===== config.mk =====
export PLATFORM = sky130hd
export DESIGN_NAME = output_fifo_reader
export DESIGN_NICKNAME = d
export VERILOG_FILES = /design/src/rtl/output_fifo_reader.sv
export SDC_FILE = /design/constraint.sdc
export NUM_CORES = 1
export LEC_CHECK = 0
export CORE_ASPECT_RATIO = 2
export CORE_MARGIN = 4
export CORE_UTILIZATION = 35
export DETAILED_ROUTE_END_ITERATION = 8
export PLACE_DENSITY_LB_ADDON = 0.08
export SETUP_SLACK_MARGIN = 0.2
export SLEW_MARGIN = 15
export SYNTH_ARGS = -nofsm -noshare
export SYNTH_HDL_FRONTEND = slang
export SYNTH_SLANG_ARGS = --single-unit

===== constraint.sdc =====
create_clock -name clk -period 5.7 [get_ports clk]
set_input_delay 0.57 -clock clk [delete_from_list [all_inputs] [get_ports clk]]
set_output_delay 0.57 -clock clk [all_outputs]
set_load 0.03 [all_outputs]

===== src/rtl/output_fifo_reader.sv =====
// Drain-side controller for the PE-group output FIFO. It serves multi-cycle
// custom-instruction reads: pop, status, peek and flush.
module output_fifo_reader #(
  parameter int DataWidth    = 32,
  parameter int BufferSize   = 16,
  parameter int CountWidth   = 5,
  parameter int TimeoutWidth = 10
) (
  input  logic                  clk,
  input  logic                  aclr,
  input  logic                  clk_en,
  input  logic                  start,
  input  logic [1:0]            n,
  output logic [DataWidth-1:0]  result,
  output logic                  done,
  output logic                  busy,
  input  logic [BufferSize-1:0] fifo_ready,
  input  logic                  fifo_full,
  input  logic [DataWidth-1:0]  fifo_data,
  output logic                  fifo_pop
);

  localparam logic [2:0] IDLE  = 3'd0;
  localparam logic [2:0] WAIT  = 3'd1;
  localparam logic [2:0] POP   = 3'd2;
  localparam logic [2:0] FLUSH = 3'd3;
  localparam logic [2:0] DONE  = 3'd4;

  localparam logic [1:0] CMD_READ   = 2'd0;
  localparam logic [1:0] CMD_STATUS = 2'd1;
  localparam logic [1:0] CMD_PEEK   = 2'd2;
  localparam logic [1:0] CMD_FLUSH  = 2'd3;

  function automatic logic [CountWidth-1:0] popcount(input logic [BufferSize-1:0] v);
    logic [CountWidth-1:0] c;
    c = '0;
    for (int i = 0; i < BufferSize; i++) c = c + CountWidth'(v[i]);
    return c;
  endfunction

  function automatic logic [CountWidth-1:0] sat_inc(input logic [CountWidth-1:0] v);
    return (&v) ? v : v + CountWidth'(1);
  endfunction

  // Status layout: timeout at bit 9, full at bit 8, occupancy in the low bits.
  function automatic logic [DataWidth-1:0] status_word(input logic sticky,
                                                       input logic full,
                                                       input logic [CountWidth-1:0] cnt);
    logic [DataWidth-1:0] w;
    w = '0;
    w[9] = sticky;
    w[8] = full;
    w[CountWidth-1:0] = cnt;
    return w;
  endfunction

  logic [2:0]              state;
  logic [TimeoutWidth-1:0] wait_cnt;
  logic [CountWidth-1:0]   flush_cnt;
  logic                    timeout_sticky;
  logic [CountWidth-1:0]   count;
  logic                    empty;

  assign count    = popcount(fifo_ready);
  assign empty    = (count == '0);
  assign fifo_pop = clk_en & ((state == POP) | ((state == FLUSH) & ~empty));
  assign done     = (state == DONE);
  assign busy     = (state != IDLE);

  always_ff @(posedge clk or negedge aclr) begin
    if (!aclr) begin
      state          <= IDLE;
      result         <= '0;
      wait_cnt       <= '0;
      flush_cnt      <= '0;
      timeout_sticky <= 1'b0;
    end else if (clk_en) begin
      case (state)
        IDLE: begin
          if (start) begin
            case (n)
              CMD_READ: begin
                wait_cnt <= '0;
                state    <= empty ? WAIT : POP;
              end
              CMD_STATUS: begin
                result         <= status_word(timeout_sticky, fifo_full, count);
                timeout_sticky <= 1'b0;
                state          <= DONE;
              end
              CMD_PEEK: begin
                result <= empty ? '0 : fifo_data;
                state  <= DONE;
              end
              CMD_FLUSH: begin
                flush_cnt <= '0;
                state     <= FLUSH;
              end
            endcase
          end
        end
        // A word arriving on the terminal-count cycle takes priority over timeout.
        WAIT: begin
          if (!empty) begin
            state <= POP;
          end else if (&wait_cnt) begin
            result         <= '0;
            timeout_sticky <= 1'b1;
            state          <= DONE;
          end else begin
            wait_cnt <= wait_cnt + TimeoutWidth'(1);
          end
        end
        POP: begin
          result <= fifo_data;
          state  <= DONE;
        end
        FLUSH: begin
          if (!empty) begin
            flush_cnt <= sat_inc(flush_cnt);
          end else begin
            result <= DataWidth'(flush_cnt);
            state  <= DONE;
          end
        end
        DONE:    state <= IDLE;
        default: state <= IDLE;
      endcase
    end
  end

endmodule


; Word level (Yosys, flattened, before mapping)
; Index checks and enable logic that the tools add are counted.
[word_totals]
output_inout_bits = 35
word_cells = 89
ff_bits = 51
in_bits = 55
[classes]
bitwise = 4
addsub = 17
muxes = 29
reduce_logical = 15
n_eq_ne = 19
[op_table]
columns = cell, count
row1 = 32-bit 2-to-1 mux, 5
row2 = 32-bit case mux with 4 select lines, 1
row3 = 32-bit case mux with 2 select lines, 1
row4 = 5-bit by 1-bit adder with 5-bit output, 11
row5 = 10-bit 2-to-1 mux, 4
row6 = 5-bit 2-to-1 mux, 4
row7 = 10-bit case mux with 2 select lines, 1
row8 = 6-bit AND reduction, 3
row9 = "2-bit inequality test, second input constant", 7
row10 = 3-bit 2-to-1 mux, 4
row11 = 3-bit case mux with 4 select lines, 1
row12 = "10-bit by 1-bit adder with 10-bit output, second input constant", 1
row13 = 5-bit case mux with 2 select lines, 1
row14 = 10-bit AND reduction, 1
row15 = 3-bit case mux with 3 select lines, 1
row16 = 7-bit AND reduction, 1
row17 = "3-bit by 2-bit equality test with 1-bit output, second input constant", 2
row18 = "2-bit by 1-bit inequality test with 1-bit output, second input constant", 3
row19 = 4-bit by 1-bit adder with 5-bit output, 1
row20 = "5-bit by 1-bit adder with 5-bit output, second input constant", 1
row21 = 5-bit zero test, 1
row22 = 5-bit AND reduction, 1
row23 = 3-bit by 1-bit adder with 4-bit output, 1
row24 = "2-bit equality test, second input constant", 2
row25 = 20 further kinds, 25

; Logic depth before layout (Yosys ltp)
; Gate-level depths: netlist of run 1.
[depth]
ltp_word = 20
depth_mapped = 18
depth_no_buf = 16

; Least setup slack after synthesis of run 1
; Ideal clock, no wire load.
[synth_path]
path_kind = in2out
from = input port fifo_ready[5]
to = output port fifo_pop
path_buffers = 1
t_arrival_ns = 4.527
stages = 16
path_slack_ns = 0.603
required_time_ns = 5.130
cell_sequence = inv_1 fa_1 inv_1 fa_1 fa_1 inv_1 fa_1 inv_1 ha_1 fa_1 nor3_1 a22oi_1 a21oi_4 clkbuf_1 nand2_1 and3_1
[synth_between]
elab_chain_cells = 16
[synth_lines]
columns = item, line
row1 = "start, declared", 17  ; input logic [BufferSize-1:0] fifo_ready,
row2 = 5-bit by 1-bit adder with 5-bit output (11 in series), 37  ; for (int i = 0; i < BufferSize; i++) c = c + CountWidth'(v[i]);
row3 = 5-bit zero test, 65  ; assign empty = (count == '0);
row4 = 1-bit NOT, 66  ; assign fifo_pop = clk_en & ((state == POP) | ((state == FLUSH) & ~empty));
row5 = 1-bit AND, 66
row6 = 1-bit bitwise OR, 66
row7 = 1-bit AND, 66
row8 = "end, declared", 20  ; output logic fifo_pop
; Every way passes these cells.

; Worst setup path in the final report of run 1
; Same ends and word-level chain as after synthesis.

==> qor.yml, run 1 <==
r2r_cells: 6
r2r_slack_ps: 2990
p_leak_nw: 1.91
synth-edff-count: 0
stdcell_count: 550
synthFlopType: "dfrtp_1"
drive_gt1_share_pct: 9.60
synth_cells: 358
diodes: 0
fmax_ghz: 0.188
num_vias: 2963
pin_count: 90
p_seq_share_pct: 25.8
syn_nets: 436
ys_ff_latch: 51
core_um2: 8950
clk_pin_slew_ps: 70
crit_path_max_incr_delay_ps: 560
regToRegEndpoint: "wait_cnt[4]"
cp.required_ps: 5130
syn_avg_cell_area_um2: 8.95
viasPerCell: 5.39
place_inst: 542
finalCritPeriodShare_pct: 93.1
wire_per_inst_um: 16.1
finalSetupViolations: 0
clkPwrFrac_pct: 14.6
drv_slew: 0
dieHeight_um: 143
cp_max_fo: 3
die-area_um2: 10800
final_nets: 526
grt_pass1_vias: 2960
clock_latency_ps: 290
async_flop_share_pct: 100
finClkSkew_ps: 2.28
port_buffers: 89
grt_pass1_wl_um: 14400
status: "finished, final reports clean"
hold_path.class: "input port to asynchronous set/reset pin"
ys.warnings.count: 0
cts_max_level: 2
start_util_pct: 35.8
synth-seq-area-share_pct: 39.8
arrival_ps: 4740
ant_nets: 0
cp_slowest_cell: "fa_2"
drt_iter0_markers: 134
fin_tns_setup_ps: 0
hold_viol_final: 0
slew-limit-headroom_pct: 34.7
antenna_found_initial: 0
final.min_clock_period_ps: 5310
power.density_nw_per_um2: 527
crit_path_start: "fifo_ready[5]"
rsz0062_at_grt: "false"
firstDrtPassIters: 4
critPathLaunchType: "input port"
reg2reg_from: "state[0]"
ys_types: 48
numCtsBuffers: 5
cts_hold_buf: 0
die_x_um: 75.7
grt_use_total_pct: 17.0
nFillCells: 881
gp_congestion: 0.829
crit_type: "input port to output port"
p_sw_mw: 1.04
internal_power_mw: 1.29
area_growth_pct: 38.5
grt_overflow: 0
tritoncts: "yes"
clock_path_buffers: 2
dp_hpwl_um: 6840
switching_share_pct: 44.6
synth_area_um2: 3200
ctsRootBufferMaster: "clkbuf_16"
cp-end-kind: "output port"
cap_violations: 0
grt_max_degree: 52
crit_path_cell_trace: "clkdlybuf4s50_1 > inv_1 > fa_1 > inv_1 > fa_1 > fa_1 > inv_1 > fa_1 > inv_1 > ha_1 > fa_2 > nor2_1 > a22oi_2 > a21oi_4 > nand2_2 > and3_4 > buf_12"
crit_path_end: "fifo_pop"
cts.sinks: 51
worst_pin_slew_ps: 971
remaining_drc_errors: 0
ir_drop_uv: 332
pwr-share-comb_pct: 59.6
drt-total-wl_um: 8860
rows: 49
-- repair_timing --
item	CTS	global route
pin swaps	0	2
setup endpoints to repair	1	30
gates resized for setup	0	8
buffers inserted	1	0
-- how the worst min path moves through the flow --
stage                     from      endpoint  cells after the start
finish                    aclr    result[14]                      2
global route              aclr    result[14]                      2
CTS                       aclr    result[14]                      2
detailed placement   result[8]     result[8]                      1
global placement    result[31]    result[31]                      2
floorplan                 aclr  flush_cnt[0]                      0
-- critical path: cells and delay by family --
kind | cells | cell delay [ps]
AOI/OAI and AO/OA | 2 | 320
adders and majority gates | 6 | 2720
buffers and inverters | 6 | 750
and+or+nand+nor | 3 | 370
-- final cells by class --
class                      count  area [µm²]  share of cell area, %
sequential                    51        1280                   28.8
multi-input combinational    261        1780                   40.1
timing repair buffer         101         986                   22.2
inverter                      28         105                   2.37
clock buffer                   5         125                   2.82
clock inverter                 2        37.5                  0.846
tap                          102         128                   2.88
-- state kept, by name, summed over array words and instances (netlist names) --
name / cells
wait_cnt: 10
result: 32
state: 3
flush_cnt: 5
timeout_sticky: 1
-- cell usage after synthesis, types with 2 or more instances --
| master | instances | area share [%] |
|---|---|---|
| dfrtp_1 | 51 | 40 |
| o211ai_1 | 5 | 1.2 |
| o21a_1 | 2 | 0.47 |
| o21ai_0 | 67 | 10 |
| clkbuf_1 | 13 | 1.5 |
| or3_1 | 2 | 0.39 |
| nor2b_1 | 4 | 0.78 |
| o32ai_1 | 2 | 0.55 |
| a21oi_1 | 10 | 1.6 |
| a21o_1 | 2 | 0.47 |
| o21ai_1 | 4 | 0.62 |
| nor2_1 | 16 | 1.9 |
| buf_2 | 3 | 0.47 |
| o22ai_1 | 3 | 0.59 |
| a22oi_1 | 7 | 1.6 |
| mux2_4 | 4 | 1.9 |
| and4_1 | 2 | 0.55 |
| nand3_1 | 12 | 1.9 |
| ha_1 | 13 | 5.1 |
| nand2b_1 | 3 | 0.59 |
| nand4_1 | 2 | 0.39 |
| fa_1 | 10 | 6.2 |
| mux2i_1 | 2 | 0.62 |
| mux2_2 | 6 | 2.1 |
| a31oi_1 | 3 | 0.59 |
| nand2_1 | 44 | 5.2 |
| o31ai_1 | 6 | 1.4 |
| and3_1 | 5 | 0.98 |
| inv_1 | 28 | 3.3 |
| nor3_1 | 9 | 1.4 |
-- cells in the final DEF, fill, tap and decap left out, types with 3 or more instances in the layout --
cell type,count
mux2_2,6
nor3_1,7
clkbuf_16,5
mux2_4,4
a31oi_1,3
and3_1,4
fa_1,9
nand2b_1,3
nor2b_1,4
dfrtp_1,51
buf_4,12
nand3_1,12
nor2_1,15
clkdlybuf4s50_1,87
a22oi_1,6
inv_1,28
o21ai_1,4
o31ai_1,6
o211ai_1,5
ha_1,13
a21oi_1,10
nand2_1,43
o21ai_0,67
o22ai_1,3
-- power groups by stage --
stage | clock, mW | sequential [mW] | combinational (mW)
after global routing | 0.370 | 0.623 | 1.53
after global placement | 0 | 0.607 | 1.34
after floorplan | 0 | 0.800 | 0.645
final | 0.342 | 0.602 | 1.39
after detailed placement | 0 | 0.610 | 1.36
after CTS | 0.351 | 0.603 | 1.37
-- layer usage --
metal	global-route usage (%)	part of all wire, %
met1	19.7	37
met2	30.7	55
met3	2.45	5.1
met4	6.08	2.4
met5	0	0
-- through the flow --
| stage | cell area, µm² | hold slack (ps) | worst slack, ps | power, mW | utilization (%) |
|---|---|---|---|---|---|
| 4_1_cts | 4400 | 423 | 229 | 2.33 | 49.2 |
| 6_report | 4440 | 389 | 393 | 2.34 | 49.6 |
| 5_1_grt | 4440 | 441 | 209 | 2.53 | 49.6 |
| 3_3_place_gp | 4230 | 489 | 167 | 1.95 | 47.3 |
| 2_1_floorplan | 3200 | 274 | 603 | 1.45 | - |
| 3_5_place_dp | 4230 | 495 | 81.2 | 1.97 | 47.3 |
-- kinds of logic after synthesis --
group	share of synthesized area (%)
AOI/OAI and AO/OA	23.0
and+or+nand+nor	15.2
muxes	4.61
buffers and inverters	5.74
DFF	39.8
xor gates and xnor gates	0.273
adders and majority gates	11.3
No activity file was read; power rests on OpenSTA's default activity.
==> run 2, diff against run 1 <==
- CELL_PAD_IN_SITES_DETAIL_PLACEMENT: not set -> 1
- CELL_PAD_IN_SITES_GLOBAL_PLACEMENT: not set -> 1
==> qor.yml, run 2 (synthesis gave the netlist of run 1 again) <==
cp-end-kind: "output port"  # unchanged
hold_path.class: "input port to asynchronous set/reset pin"  # unchanged
cpLargestDelayFamily: "adder cells"  # unchanged
grt_max_degree: 52  # unchanged
ant_nets: 0  # unchanged
grt_overflow: 0  # unchanged
start_util_pct: 35.8  # unchanged
top_regs: "result (32), wait_cnt (10), flush_cnt (5)"  # unchanged
numCtsBuffers: 5  # unchanged
worst_pin_slew_ps: 705  # was 971 ps
area_growth_pct: 39.2  # was 38.5%
cp.required_ps: 5130  # about the same
power.density_nw_per_um2: 543  # was 527 nW/µm²
crit_path_cell_trace: "clkdlybuf4s50_1 > inv_1 > fa_1 > inv_1 > fa_1 > fa_1 > inv_1 > fa_1 > inv_1 > ha_2 > fa_2 > nor2_2 > a22oi_2 > a21oi_4 > nand2_2 > and3_4 > buf_6"  # was clkdlybuf4s50_1 > inv_1 > fa_1 > inv_1 > fa_1 > fa_1 > inv_1 > fa_1 > inv_1 > ha_1 > fa_2 > nor2_1 > a22oi_2 > a21oi_4 > nand2_2 > and3_4 > buf_12
clk_pin_slew_ps: 70  # about the same
final.min_clock_period_ps: 5350  # was 5310 ps
drive_gt1_share_pct: 10.0  # was 9.60%
nFillCells: 1042  # was 881
final_core_util_pct: 49.8  # was 49.6%
grt_pass1_vias: 3358  # was 2960
crit_path_start: "fifo_ready[5]"  # unchanged
port_buffers: 89  # unchanged
ir_drop_uv: 331  # was 332 µV
wire_per_inst_um: 19.3  # was 16.1 µm
final_cell_mix: "clkdlybuf4s50_1 (87), o21ai_0 (67), dfrtp_1 (51), nand2_1 (43), inv_1 (28)"  # unchanged
drt-total-wl_um: 10600  # was 8860 µm
finalPower_mw: 2.42  # was 2.34 mW
remaining_drc_errors: 0  # unchanged
finalSetupViolations: 0  # unchanged
cts_max_level: 2  # unchanged
cap_violations: 0  # unchanged
drv_slew: 0  # unchanged
status: "finished, final reports clean"  # unchanged
reg2reg_from: "state[0]"  # unchanged
dpl_cell_area_um2: 4220  # was 4230 µm²
finClkSkew_ps: 3.70  # was 2.28 ps
num_vias: 3110  # was 2963
final_common_cell: "clkdlybuf4s50_1"  # unchanged
largest_register_ffs: 32  # unchanged
clock_path_buffers: 2  # unchanged
antenna_found_initial: 0  # unchanged
dp_hpwl_um: 7950  # was 6840 µm
fmax_ghz: 0.187  # was 0.188 GHz
multi_input_area_um2: 1790  # was 1780 µm²
p_leak_nw: 1.92  # was 1.91 nW
core_um2: 8950  # unchanged
drt_iter0_markers: 80  # was 134
grt_pass1_wl_um: 16900  # was 14400 µm
hold_viol_final: 0  # unchanged
cp_slowest_cell: "fa_2"  # unchanged
finalCritPeriodShare_pct: 93.8  # was 93.1%
die_x_um: 75.7  # unchanged
final_nets: 527  # was 526
rows: 49  # unchanged
viasPerCell: 5.64  # was 5.39
crit_path_max_incr_delay_ps: 630  # was 560 ps
largest-register: "result"  # unchanged
cts.sinks: 51  # unchanged
fin_tns_setup_ps: 0  # unchanged
crit_type: "input port to output port"  # unchanged
die-area_um2: 10800  # unchanged
arrival_ps: 4780  # was 4740 ps
pin_count: 90  # unchanged
diodes: 0  # unchanged
clock_latency_ps: 300  # was 290 ps
firstDrtPassIters: 4  # unchanged
dieHeight_um: 143  # unchanged
cp_max_fo: 3  # unchanged
cts_hold_buf: 0  # unchanged
final_cell_area_um2: 4460  # was 4440 µm²
gp_congestion: 0.876  # was 0.829
cp.buffers_inverters: 6  # unchanged
slew-limit-headroom_pct: 53.0  # was 34.7%
ctsRootBufferMaster: "clkbuf_16"  # unchanged
grt_use_total_pct: 20.5  # was 17.0%
whs_ps: 374  # was 389 ps
tritoncts: "yes"  # unchanged
ff_latch_area_um2: 1280  # unchanged
critPathLaunchType: "input port"  # unchanged
rsz0062_at_grt: "false"  # unchanged
## run 2: layout make-up
class                   instances  area share (%)
clock buffers                   6            3.11
clock inverters                 1           0.196
inverters                      28            2.36
multi-input cells             261            40.1
flip-flops and latches         51            28.6
well taps                     102            2.86
repair buffers                102            22.7
## run 2: repair_timing
item	in CTS	in global routing
endpoints found under the hold margin	0	0
setup buffers	1	1
pin swaps	0	5
setup endpoints to repair	1	7
gates resized for setup	0	12
gates cloned	0	1
## run 2: routing by layer
layer,wire (µm),GRT usage (%)
met5,0,0
met4,391,10.2
met3,454,3.92
met2,5960,36.6
met1,3810,22.0
## run 2: report_power, final
group          total [mW]  switching [mW]  internal, mW
Sequential          0.614           0.114         0.499
Clock               0.316           0.142         0.174
Combinational        1.49           0.867         0.627
## run 2: final timing paths
kind / slack (ps) / cells after the start / endpoint
worst max-delay path: 350 / 17 / fifo_pop
worst min-delay path: 370 / 2 / result[16]
worst max register to register: 2980 / 7 / result[0]
worst min register to register: 520 / 2 / result[26]
max in group asynchronous: 4830 / 2 / result[7]
min in group clk: 520 / 2 / result[26]
## run 2: stage by stage
stage | setup WS, ps | instances
3_3_place_gp | 259 | 541
3_5_place_dp | 118 | 541
6_report | 355 | 551
5_1_grt | 196 | 551
4_1_cts | 285 | 549
2_1_floorplan | 603 | 358
==> run 3, diff against run 2 <==
- MAX_ROUTING_LAYER: not set -> met4
==> qor.yml, run 3 (synthesis gave the netlist of run 1 again) <==
hold_viol_final: 0  # unchanged
fin_ws_ps: 351  # was 355 ps
finalCritPeriodShare_pct: 93.8  # about the same
top_regs: "result (32), wait_cnt (10), flush_cnt (5)"  # unchanged
diodes: 0  # unchanged
rsz0062_at_grt: "false"  # unchanged
grt_max_degree: 52  # unchanged
drv_slew: 0  # unchanged
critPathLaunchType: "input port"  # unchanged
crit_type: "input port to output port"  # unchanged
antenna_found_initial: 0  # unchanged
num_vias: 3115  # was 3110
finalSetupViolations: 0  # unchanged
port_buffers: 89  # unchanged
wl_met2_um: 6010  # was 5960 µm
ir_drop_uv: 331  # about the same
r2r_cells: 7  # unchanged
clk_pin_slew_ps: 70  # about the same
reg2reg_from: "state[0]"  # unchanged
grt_pass1_wl_um: 16900  # about the same
final.min_clock_period_ps: 5350  # about the same
cap_violations: 0  # unchanged
tritoncts: "yes"  # unchanged
grt_overflow: 0  # unchanged
wire_per_inst_um: 19.4  # was 19.3 µm
ant_nets: 0  # unchanged
die_x_um: 75.7  # unchanged
drive_gt1_share_pct: 10.0  # unchanged
status: "finished, final reports clean"  # unchanged
cts_hold_buf: 0  # unchanged
clock_latency_ps: 300  # about the same
hold_path.class: "input port to asynchronous set/reset pin"  # unchanged
finClkSkew_ps: 4.43  # was 3.70 ps
finalPower_mw: 2.43  # was 2.42 mW
pin_count: 90  # unchanged
cp-end-kind: "output port"  # unchanged
r2r_slack_ps: 2990  # was 2980 ps
area_growth_pct: 39.2  # unchanged
firstDrtPassIters: 4  # unchanged
fmax_ghz: 0.187  # about the same
gp_congestion: 0.890  # was 0.876
top_layer: "met4"  # unchanged
final_cell_area_um2: 4460  # unchanged
met1_length_um: 3830  # was 3810 µm
viasPerCell: 5.65  # was 5.64
dp_hpwl_um: 7950  # unchanged
final_cell_mix: "clkdlybuf4s50_1 (87), o21ai_0 (67), dfrtp_1 (51), nand2_1 (43), inv_1 (28)"  # unchanged
dpl_cell_area_um2: 4220  # unchanged
dr_wl_met3_um: 436  # was 454 µm
grt_use_total_pct: 21.1  # was 20.5%
grt_pass1_vias: 3360  # was 3358
final_nets: 527  # unchanged
final_common_cell: "clkdlybuf4s50_1"  # unchanged
cts_max_level: 2  # unchanged
ctsRootBufferMaster: "clkbuf_16"  # unchanged
largest_register_ffs: 32  # unchanged
regToRegEndpoint: "result[0]"  # unchanged
drt_iter0_markers: 98  # was 80
die-area_um2: 10800  # unchanged
rows: 49  # unchanged
cts.sinks: 51  # unchanged
slew-limit-headroom_pct: 53.4  # was 53.0%
nFillCells: 1042  # unchanged
cp.required_ps: 5130  # about the same
arrival_ps: 4780  # about the same
dp_slack_ps: 118  # unchanged
numCtsBuffers: 5  # unchanged
worst_pin_slew_ps: 700  # was 705 ps
core_um2: 8950  # unchanged
fin_tns_setup_ps: 0  # unchanged
dieHeight_um: 143  # unchanged
clock_path_buffers: 2  # unchanged
p_leak_nw: 1.92  # unchanged
power.density_nw_per_um2: 544  # was 543 nW/µm²
largest-register: "result"  # unchanged
drt-total-wl_um: 10700  # was 10600 µm
cp_max_fo: 3  # unchanged
remaining_drc_errors: 0  # unchanged
start_util_pct: 35.8  # unchanged
-- run 3: power breakdown --
| part | switching [mW] | internal (mW) | total (mW) |
|---|---|---|---|
| combinational | 0.869 | 0.627 | 1.50 |
| sequential | 0.114 | 0.499 | 0.613 |
| clock | 0.143 | 0.174 | 0.317 |
-- run 3: layout make-up --
cell class              instances  area [µm²]  area share (%)
clock inverters                 1        8.76           0.196
well taps                     102         128            2.86
multi-input cells             261        1790            40.1
clock buffers                   6         139            3.11
inverters                      28         105            2.36
repair buffers                102        1010            22.7
flip-flops and latches         51        1280            28.6
-- run 3: how the worst max path moves through the flow --
stage / from / endpoint / slack (ps) / depth (start not counted)
floorplan: fifo_ready[5] / fifo_pop / 600 / 16
CTS: fifo_ready[5] / fifo_pop / 290 / 17
global route: fifo_ready[5] / fifo_pop / 200 / 17
finish: fifo_ready[5] / fifo_pop / 350 / 17
global placement: fifo_ready[5] / fifo_pop / 260 / 17
detailed placement: fifo_ready[5] / result[3] / 120 / 18
-- run 3: what timing repair did --
item,CTS,global route
gates cloned,0,1
endpoints found under the setup margin,1,7
resized for setup,0,12
pin swaps,0,5
buffers inserted,1,1
hold endpoints to repair,0,0
-- run 3: worst max-delay path, cell delays in order --
cell and delay (ps):
clkdlybuf4s50_1 460, inv_1 60, fa_1 540, inv_1 50, fa_1 450, fa_1 490, inv_1 50, fa_1 470
inv_1 40, ha_2 180, fa_2 630, nor2_2 60, a22oi_2 250, a21oi_4 60, nand2_2 100, and3_4 190
buf_6 120
-- run 3: routing by layer --
metal	GRT usage [%]	up-vias
li1	-	1442
met1	22.3	1571
met2	36.9	83
met3	3.36	19
met4	10.2	0
met5	-	-
-- run 3: stage by stage --
| step | util, % | hold slack, ps | instances |
|---|---|---|---|
| 2_1_floorplan | - | 274 | 358 |
| 3_3_place_gp | 47.2 | 490 | 541 |
| 3_5_place_dp | 47.2 | 496 | 541 |
| 4_1_cts | 48.9 | 422 | 549 |
| 5_1_grt | 49.8 | 441 | 551 |
| 6_report | 49.8 | 382 | 551 |
